[src/rtl/cvs_io_bank_if.sv]
// Pin-side bundle of cvs_io_bank: GPIO in/out, per-channel mode, divider control and edge counts.
interface cvs_io_bank_if #(
    parameter int N_CH  = 5,
    parameter int DIV_W = 8,
    parameter int CNT_W = 8
);
    logic [N_CH-1:0]       in_pins;
    logic [N_CH-1:0]       out_pins;
    logic [2*N_CH-1:0]     mode;
    logic [DIV_W-1:0]      div_ratio;
    logic                  div_load;
    logic                  clk_div_out;
    logic [N_CH*CNT_W-1:0] edge_cnt;
    logic                  cnt_clr;

    modport master (
        output in_pins, mode, div_ratio, div_load, cnt_clr,
        input  out_pins, clk_div_out, edge_cnt
    );

    modport slave (
        input  in_pins, mode, div_ratio, div_load, cnt_clr,
        output out_pins, clk_div_out, edge_cnt
    );
endinterface

[src/rtl/cvs_io_bank.sv]
// Synchronised GPIO bank (pin->out SYNC_STAGES+1 cycles) with pass/invert/hold/toggle modes and a
// reloadable 50% divided clock. Per-channel rising-edge counters exist only with CVS_EDGE_CNT_EN.
module cvs_io_bank #(
    parameter int N_CH        = 5,
    parameter int SYNC_STAGES = 2,
    parameter int DIV_W       = 8,
    parameter int DIV_DEFAULT = 30,
    parameter int CNT_W       = 8
) (
    input  logic         clk,
    input  logic         rst,
    cvs_io_bank_if.slave io
);
    localparam logic [1:0] MODE_PASS   = 2'b00;
    localparam logic [1:0] MODE_INV    = 2'b01;
    localparam logic [1:0] MODE_HOLD   = 2'b10;
    localparam logic [1:0] MODE_TOGGLE = 2'b11;

    logic [SYNC_STAGES-1:0][N_CH-1:0] sync_q;
    logic [N_CH-1:0] s;
    logic [N_CH-1:0] p_q;
    logic [N_CH-1:0] rise;
    logic [N_CH-1:0] out_q;
    logic [N_CH-1:0] out_nxt;
    logic [N_CH-1:0] hold_q;
    logic [N_CH-1:0] hold_nxt;

    assign s    = sync_q[SYNC_STAGES-1];
    assign rise = s & ~p_q;

    always_ff @(posedge clk or posedge rst) begin
        if (rst) begin
            sync_q <= '0;
            p_q    <= '0;
        end else begin
            sync_q[0] <= io.in_pins;
            for (int k = 1; k < SYNC_STAGES; k++) begin
                sync_q[k] <= sync_q[k-1];
            end
            p_q <= s;
        end
    end

    // hold_q remembers that the channel was already in HOLD, so the capture happens only on entry
    always_comb begin
        out_nxt  = out_q;
        hold_nxt = '0;
        for (int i = 0; i < N_CH; i++) begin
            hold_nxt[i] = (io.mode[2*i +: 2] == MODE_HOLD);
            case (io.mode[2*i +: 2])
                MODE_PASS:   out_nxt[i] = s[i];
                MODE_INV:    out_nxt[i] = ~s[i];
                MODE_HOLD:   if (!hold_q[i]) out_nxt[i] = s[i];
                MODE_TOGGLE: out_nxt[i] = out_q[i] ^ rise[i];
                default:     out_nxt[i] = out_q[i];
            endcase
        end
    end

    always_ff @(posedge clk or posedge rst) begin
        if (rst) begin
            out_q  <= '0;
            hold_q <= '0;
        end else begin
            out_q  <= out_nxt;
            hold_q <= hold_nxt;
        end
    end

    assign io.out_pins = out_q;

    logic [DIV_W-1:0] div_cnt_q;
    logic [DIV_W-1:0] ratio_act_q;
    logic [DIV_W-1:0] ratio_stg_q;
    logic [DIV_W-1:0] ratio_stg_nxt;
    logic [DIV_W-1:0] ratio_eff;
    logic             div_term;
    logic             div_q;

    assign ratio_eff     = (ratio_act_q == '0) ? DIV_W'(1) : ratio_act_q;
    assign div_term      = (div_cnt_q >= ratio_eff - DIV_W'(1));
    assign ratio_stg_nxt = io.div_load ? io.div_ratio : ratio_stg_q;

    // Active ratio only changes at the terminal count, so a half-period is never cut short
    always_ff @(posedge clk or posedge rst) begin
        if (rst) begin
            div_cnt_q   <= '0;
            div_q       <= 1'b0;
            ratio_act_q <= DIV_W'(DIV_DEFAULT);
            ratio_stg_q <= DIV_W'(DIV_DEFAULT);
        end else begin
            ratio_stg_q <= ratio_stg_nxt;
            if (div_term) begin
                div_cnt_q   <= '0;
                div_q       <= ~div_q;
                ratio_act_q <= ratio_stg_nxt;
            end else begin
                div_cnt_q <= div_cnt_q + DIV_W'(1);
            end
        end
    end

    assign io.clk_div_out = div_q;

`ifdef CVS_EDGE_CNT_EN
    logic [N_CH-1:0][CNT_W-1:0] cnt_q;

    always_ff @(posedge clk or posedge rst) begin
        if (rst) begin
            cnt_q <= '0;
        end else begin
            for (int i = 0; i < N_CH; i++) begin
                if (io.cnt_clr) begin
                    cnt_q[i] <= '0;
                end else if (rise[i] && (cnt_q[i] != '1)) begin
                    cnt_q[i] <= cnt_q[i] + CNT_W'(1);
                end
            end
        end
    end

    assign io.edge_cnt = cnt_q;
`else
    logic unused_cnt_clr;
    assign unused_cnt_clr = io.cnt_clr;
    assign io.edge_cnt    = '0;
`endif

endmodule

[src/flat_wrapper.sv]
// flat-port wrapper written by rule: the top's interface ports become plain ports
module cvs_io_bank_flat 
#(
    parameter int N_CH        = 5,
    parameter int SYNC_STAGES = 2,
    parameter int DIV_W       = 8,
    parameter int DIV_DEFAULT = 30,
    parameter int CNT_W       = 8
)
  (clk, rst, io_in_pins, io_mode, io_div_ratio, io_div_load, io_cnt_clr, io_out_pins, io_clk_div_out, io_edge_cnt);
  cvs_io_bank_if #(.N_CH(N_CH), .DIV_W(DIV_W), .CNT_W(CNT_W)) io_i ();
  input  logic clk;
  input  logic rst;
  input wire logic [$bits(io_i.in_pins)-1:0] io_in_pins;
  input wire logic [$bits(io_i.mode)-1:0] io_mode;
  input wire logic [$bits(io_i.div_ratio)-1:0] io_div_ratio;
  input wire logic [$bits(io_i.div_load)-1:0] io_div_load;
  input wire logic [$bits(io_i.cnt_clr)-1:0] io_cnt_clr;
  output wire logic [$bits(io_i.out_pins)-1:0] io_out_pins;
  output wire logic [$bits(io_i.clk_div_out)-1:0] io_clk_div_out;
  output wire logic [$bits(io_i.edge_cnt)-1:0] io_edge_cnt;
  assign io_i.in_pins = io_in_pins;
  assign io_i.mode = io_mode;
  assign io_i.div_ratio = io_div_ratio;
  assign io_i.div_load = io_div_load;
  assign io_i.cnt_clr = io_cnt_clr;
  assign io_out_pins = io_i.out_pins;
  assign io_clk_div_out = io_i.clk_div_out;
  assign io_edge_cnt = io_i.edge_cnt;
  cvs_io_bank #(.N_CH(N_CH), .SYNC_STAGES(SYNC_STAGES), .DIV_W(DIV_W), .DIV_DEFAULT(DIV_DEFAULT), .CNT_W(CNT_W)) u_core (.clk(clk), .rst(rst), .io(io_i));
endmodule
[config.mk]
export PLATFORM = sky130hd
export DESIGN_NAME = cvs_io_bank_flat
export DESIGN_NICKNAME = d
export VERILOG_FILES = /design/src/rtl/cvs_io_bank_if.sv /design/src/rtl/cvs_io_bank.sv /design/src/flat_wrapper.sv
export SDC_FILE = /design/constraint.sdc
export NUM_CORES = 1
export LEC_CHECK = 0
export CAP_MARGIN = 10
export CORE_ASPECT_RATIO = 1.25
export CORE_MARGIN = 3
export CORE_UTILIZATION = 48
export DETAILED_ROUTE_END_ITERATION = 8
export GPL_TIMING_DRIVEN = 0
export PLACE_DENSITY = 0.8
export SYNTH_ARGS = -nofsm -noshare
export SYNTH_HDL_FRONTEND = slang
export SYNTH_SLANG_ARGS = --single-unit
[constraint.sdc]
create_clock -name clk -period 4.2 [get_ports clk]
set_input_delay 0.84 -clock clk [delete_from_list [all_inputs] [get_ports clk]]
set_output_delay 0.84 -clock clk [all_outputs]
set_load 0.01 [all_outputs]
==> metrics.cfg <==
[run_status]
status = finished clean

[clock_tree]
path_clk_slew_ps = 90
postCtsHoldBufs = 0
cts_resized = 0
cts_buffers = 5
htree_levels = 2
cts_tree = built
worstSkewPairLatency_ps = 300
ctsRootBufferMaster = clkbuf_8
postCtsSetupRepairBufs = 0
numClockSinks = 50
cts.path.max_buffers = 2

[timing]
fin_skew_ps = 7.14
fin_crit_ps = 3410
drv_slew = 0
fin_crit_sh_pct = 81.1
fmax_ghz = 0.294
tightestPinTransition_ps = 502
fin_setup_tns_ps = 0
setup_viol = 0
rsz0062_at_grt = no
final_hold_viol_count = 0
max_slew_margin_pct = 66.5

[worst_setup_path]
path_delay_family = simple AND/OR/NAND/NOR gates
crit_top_cell = ha_1
r2r-end = u_core.ratio_act_q[7]
path_buf_inv = 1
crit_chain = nor4_1 > nor3b_1 > a21oi_1 > ha_1 > nand2_1 > xor2_1 > ha_1 > nand4_1 > o31ai_4 > buf_6 > mux2_4
r2r_slack_ps = 790
startpoint_type = flip-flop
r2r-start = u_core.ratio_act_q[5]
crit_type = flip-flop to flip-flop
cpMaxStageDelayCell = o31ai_4
cp-end-kind = flip-flop
critPathMaxStageDelay_ps = 520
critPathMaxFanout = 10
worst_r2r_path_depth = 11
required_ps = 4390
cp.arrival_ps = 3590

[finish]
drive_gt1_share_pct = 25.3
syn_to_final_growth_pct = 24.4
fill_cells = 402
nNetsFinal = 345
diodes = 0

[yosys]
ys_seq_area_share_pct = 49.0
netlist_area_sq_um = 2570
synth_warnings = 0
yosysUniqueCellTypes = 33
synth.most_common_cell = dfrtp_1
synth_top_area_share_pct = 40.9
synthArstFlopShare_pct = 100
synth_common_cells = dfrtp_1, buf_4, nor2_1
syn_area_per_cell_sq_um = 11.1
synth-seq-cells = 50
synth_top_cell_by_area = dfrtp_1
postSynthCellCount = 231
synth_edf_count = 0
synth_area_leaders = dfrtp_1, buf_4, dfstp_2, mux2_2, ha_1
ys.flop_type = dfrtp_1

[floorplanning]
die_w_um = 71.5
initial_core_util_pct = 50.3
row_count = 29
die_area_sq_um = 6280
num_io_pins = 73
fp.coreArea_sq_um = 5120
die_h_um = 87.9

[detailed_routing]
post_drt_wl_per_cell_um = 11.3
drt-initial-drc-count = 52
vias = 1687
vias_per_cell = 4.56
antenna_violating_nets_post_route = 0
wl_mm = 4.19
drt_first_pass_iters = 4
drc = 0

[worst_hold_path]
hold_class = flip-flop to flip-flop
whs_endpoint = u_core.s[1]
min_from = u_core.sync_q[1]
whs_path_depth = 0

[grt]
gr-total-overflow = 0
grt_pass1_wl_mm = 7.40
grt_use_total_pct = 14.7
antenna_found_initial = 0
grt_pass1_vias = 1664
grt_max_degree = 29

[power_and_ir_drop]
total_power_w = 0.00164
peakVddDrop_mv = 0.323
power_density_nw_per_um2 = 514
p_leak_nw = 1.54

[place]
portBuffers = 30
dp_hpwl_mm = 3.29
gp_congestion = 0.804

[run]
drv_cap = 0

## through the flow
step	setup slack [ps]	cell area [sq um]	utilization [%]	cells	hold WS [ps]
after floorplan	1220	2720	-	270	331
after global placement	841	3100	60.5	362	333
after detailed placement	785	3120	60.9	363	337
after CTS	716	3200	62.6	370	356
after global routing	501	3200	62.6	370	372
final	793	3200	62.6	370	354
## worst max path at each step
| stage | startpoint | end | slack [ps] | cells after the start |
|---|---|---|---|---|
| finish | u_core.ratio_act_q[5] | u_core.ratio_act_q[7] | 790 | 11 |
| global route | u_core.ratio_act_q[5] | u_core.ratio_act_q[7] | 500 | 11 |
| CTS | u_core.ratio_act_q[5] | u_core.ratio_act_q[7] | 720 | 11 |
| detailed placement | u_core.ratio_act_q[5] | u_core.ratio_act_q[7] | 790 | 11 |
| global placement | u_core.ratio_act_q[5] | u_core.ratio_act_q[7] | 840 | 11 |
| floorplan | u_core.ratio_act_q[5] | u_core.ratio_act_q[7] | 1220 | 11 |
## final cells by class
type | instances | area, sq um | share of cell area (%)
Multi-Input combinational cell | 164 | 1090 | 34.1
Tap cell | 62 | 77.6 | 2.42
Sequential cell | 50 | 1260 | 39.4
Clock inverter | 2 | 15.0 | 0.469
Inverter | 14 | 52.6 | 1.64
Clock buffer | 5 | 68.8 | 2.15
Buffer | 42 | 315 | 9.85
Timing Repair Buffer | 31 | 320 | 10.0
## power breakdown
group          total, W  leakage, nW  switching (W)  internal [W]
Sequential     0.000691        0.592      0.0000914      0.000600
Combinational  0.000689        0.910       0.000319      0.000371
Clock          0.000263       0.0362       0.000150      0.000114
Total           0.00164         1.54       0.000560       0.00108
## flip-flops by register name (all words and copies together) (netlist names)
signal / flops
u_core.div_cnt_q: 8
u_core.hold_q: 5
u_core.io.clk_div_out: 1
u_core.io.out_pins: 5
u_core.p_q: 5
u_core.ratio_act_q: 8
u_core.ratio_stg_q: 8
u_core.s: 5
u_core.sync_q: 5
## cell usage in the layout (no fill, tap or decap), types with 5 or more instances in the layout
cell,instances
a31oi_1,5
buf_4,40
clkbuf_8,5
clkdlybuf4s50_1,30
conb_1,40
dfrtp_1,42
dfstp_2,8
ha_1,10
inv_1,13
mux2_2,15
nand2_1,13
nand3b_1,6
nor2_1,17
nor2b_1,5
o21ai_0,11
o311a_1,5
xor2_1,12
## metal layers
metal / GRT usage [%] / vias up / part of all wire [%]
li1: - / 850 / -
met1: 16.6 / 785 / 38
met2: 26.9 / 45 / 53
met3: 3.67 / 7 / 7.5
met4: 5.13 / 0 / 1.4
met5: 0 / - / 0
## cells by family after synthesis
family	count (synthesis)	share of synthesized area (%)
AOI/OAI and AO/OA	30	9.05
and+or+nand+nor	53	10.4
adders and majority gates	10	4.86
muxes	16	7.15
other	1	0.146
buffers and inverters	56	14.3
xor gates and xnor gates	15	5.11
DFF	50	49.0
(Power assumes the default switching activity.)
==> RTL change: new RTL, config.mk and constraints unchanged <==
The option `CVS_EDGE_CNT_EN` is turned on by a define.
--- a/src/rtl/cvs_io_bank.sv
+++ b/src/rtl/cvs_io_bank.sv
@@ -1,4 +1,6 @@
 // Synchronised GPIO bank (pin->out SYNC_STAGES+1 cycles) with pass/invert/hold/toggle modes and a
 // reloadable 50% divided clock. Per-channel rising-edge counters exist only with CVS_EDGE_CNT_EN.
+`define CVS_EDGE_CNT_EN
+
 module cvs_io_bank #(
     parameter int N_CH        = 5,
Behaviour: not the same (a bounded check fails within 4 cycles, from zero or initial values and one cycle with rst high).
==> RTL change against the original RTL <==
Non-clock buffer count increased by 6. Total power increased by 49%. Sequential cell count increased by 40. Design area increased by 72%. Sequential power increased by 59%. Worst setup slack improved by 0.15 ns. Fmax increased by 4.6%. Routed wire length increased by 100%. Clock power increased by 150%. Synthesized area increased by 71%. Clock skew about the same. Count of clock-buffer cells in the layout increased by 8. Die area increased by 65%. Sequential share of layout area increased by 1.7 points. Largest power group unchanged.
==> RTL change: results (changes against the original RTL) <==
Parameter                              Value

Cells and area
  Sequential fraction of total cell area ... 0.411 (+0.0174)
  Multi-input gate area in the final layout ... 0.00204 mm^2 (+87%)
  Non-clock buffer share of cell area ... 0.141 (-0.0579)
  Inverters excl. clock ... 15 (+1)
  Clock buf/inv share ... 0.0389 (+0.0127)
  Number of multi-input logic gates ... 285 (+74%)
  Fillers ... 692 (+72%)
  Number of clock buffer instances in the layout ... 13 (+8)
  Repair and plain buffers ... 79 (+8.2%)

Placed design
  Placed instance area ... 0.00528 mm^2 (+70%)
  Number of placed cells counting well taps ... 589 (+62%)
  Worst slack after detailed placement ... 0.962 ns (+0.176 ns)

STA
  Final worst clock skew ... 0.00669 ns (-0.000448 ns)
  Hold slack final ... 0.350 ns (-0.00406 ns)
  Post-route setup slack ... 0.942 ns (+0.149 ns)

Min path
  Worst min-delay path endpoint ... u_core.s[3]$_DFF_PP0_
  Hold path startpoint ... u_core.sync_q[3]$_DFF_PP0_

Clocking
  Number of buffers inserted during clock tree synthesis ... 9 (+4)
  Worst-Skew Late Latency ... 0.36 ns (+0.06 ns)

Setup path
  Crit path arrival time ... 3.50 ns (-0.09 ns)
  Reg-to-Reg Start ... u_core.ratio_act_q[3]$_DFFE_PP1P_

Power
  Sw power ... 0.737 mW (+32%)
  Leakage component of the power ... 2.34 nW (+52%)

Synth
  Seq/Total Area, Yosys ... 0.515 (+0.0247)
  Mean instance size in the synthesized netlist ... 11.1 um^2 (-0.64%)
  Top area cells in the synthesized netlist ... sky130_fd_sc_hd__dfrtp_1 47%, sky130_fd_sc_hd__xor2_1 5.8%, sky130_fd_sc_hd__dfstp_2 4.8%, sky130_fd_sc_hd__mux2_2 4.4%, sky130_fd_sc_hd__ha_1 4.3%

Drt
  Vias post-DR ... 3,250 (+93%)
  Routed wire length ... 8480 um (+100%)

Floorplan
  Placeable core region ... 0.00880 mm^2 (+72%)

Global route
  Combined global-route utilization of all metal layers ... 0.175 (+0.0279)
  Via count of the first global-routing pass ... 3,246 (+95%)

Run status
  Run status ... complete, no violations
RTL change: layer usage:
layer | global-route usage | share of wire
met5 | 0 | 0
met4 | 0.0845 | 0.024
met3 | 0.0392 | 0.055
met2 | 0.291 | 0.50
met1 | 0.217 | 0.42
RTL change: how the worst max path moves through the flow:
stage                                         to                         startpoint
6_report       u_core.ratio_act_q[0]$_DFFE_PP0P_  u_core.ratio_act_q[3]$_DFFE_PP1P_
5_1_grt        u_core.ratio_act_q[0]$_DFFE_PP0P_  u_core.ratio_act_q[3]$_DFFE_PP1P_
4_1_cts        u_core.ratio_act_q[0]$_DFFE_PP0P_  u_core.ratio_act_q[3]$_DFFE_PP1P_
3_5_place_dp   u_core.ratio_act_q[0]$_DFFE_PP0P_  u_core.ratio_act_q[3]$_DFFE_PP1P_
3_3_place_gp   u_core.io.out_pins[1]$_DFFE_PP0P_                                rst
2_1_floorplan      u_core.div_cnt_q[0]$_DFF_PP0_                                rst
RTL change: stage by stage:
stage / total power, mW / utilization
6_report: 2.45 / 0.625
5_1_grt: 2.60 / 0.625
4_1_cts: 2.49 / 0.625
3_5_place_dp: 1.83 / 0.601
3_3_place_gp: 1.79 / 0.597
2_1_floorplan: 1.64 / -
RTL change: critical path, cell delays in order, from the launching register on:
cell and delay, ns:
sky130_fd_sc_hd__dfstp_2 0.40, sky130_fd_sc_hd__or3_1 0.42, sky130_fd_sc_hd__nor3_1 0.22, sky130_fd_sc_hd__a21oi_1 0.14, sky130_fd_sc_hd__ha_1 0.23, sky130_fd_sc_hd__nor3b_1 0.16, sky130_fd_sc_hd__xnor2_1 0.13, sky130_fd_sc_hd__ha_1 0.29
sky130_fd_sc_hd__nand4_1 0.15, sky130_fd_sc_hd__o31ai_4 0.49, sky130_fd_sc_hd__buf_6 0.21, sky130_fd_sc_hd__mux2_4 0.30
RTL change: power groups by stage:
stage	Sequential, mW	Clock [mW]	Combinational, mW
after global routing	1.12	0.695	0.787
after detailed placement	1.12	0	0.715
after CTS	1.10	0.667	0.720
after global placement	1.11	0	0.680
after floorplan	1.10	0	0.547
final	1.10	0.646	0.705
RTL change: logic make-up (layout without fill, tap and decap cells):
group / after synthesis / count (layout) / synth area share
compound gates: 62 / 62 / 0.111
buf+inv: 22 / 110 / 0.0208
xor+xnor: 38 / 38 / 0.0758
fa+ha+maj: 15 / 15 / 0.0427
flops: 90 / 90 / 0.515
simple gates: 144 / 144 / 0.169
mux: 26 / 26 / 0.0652
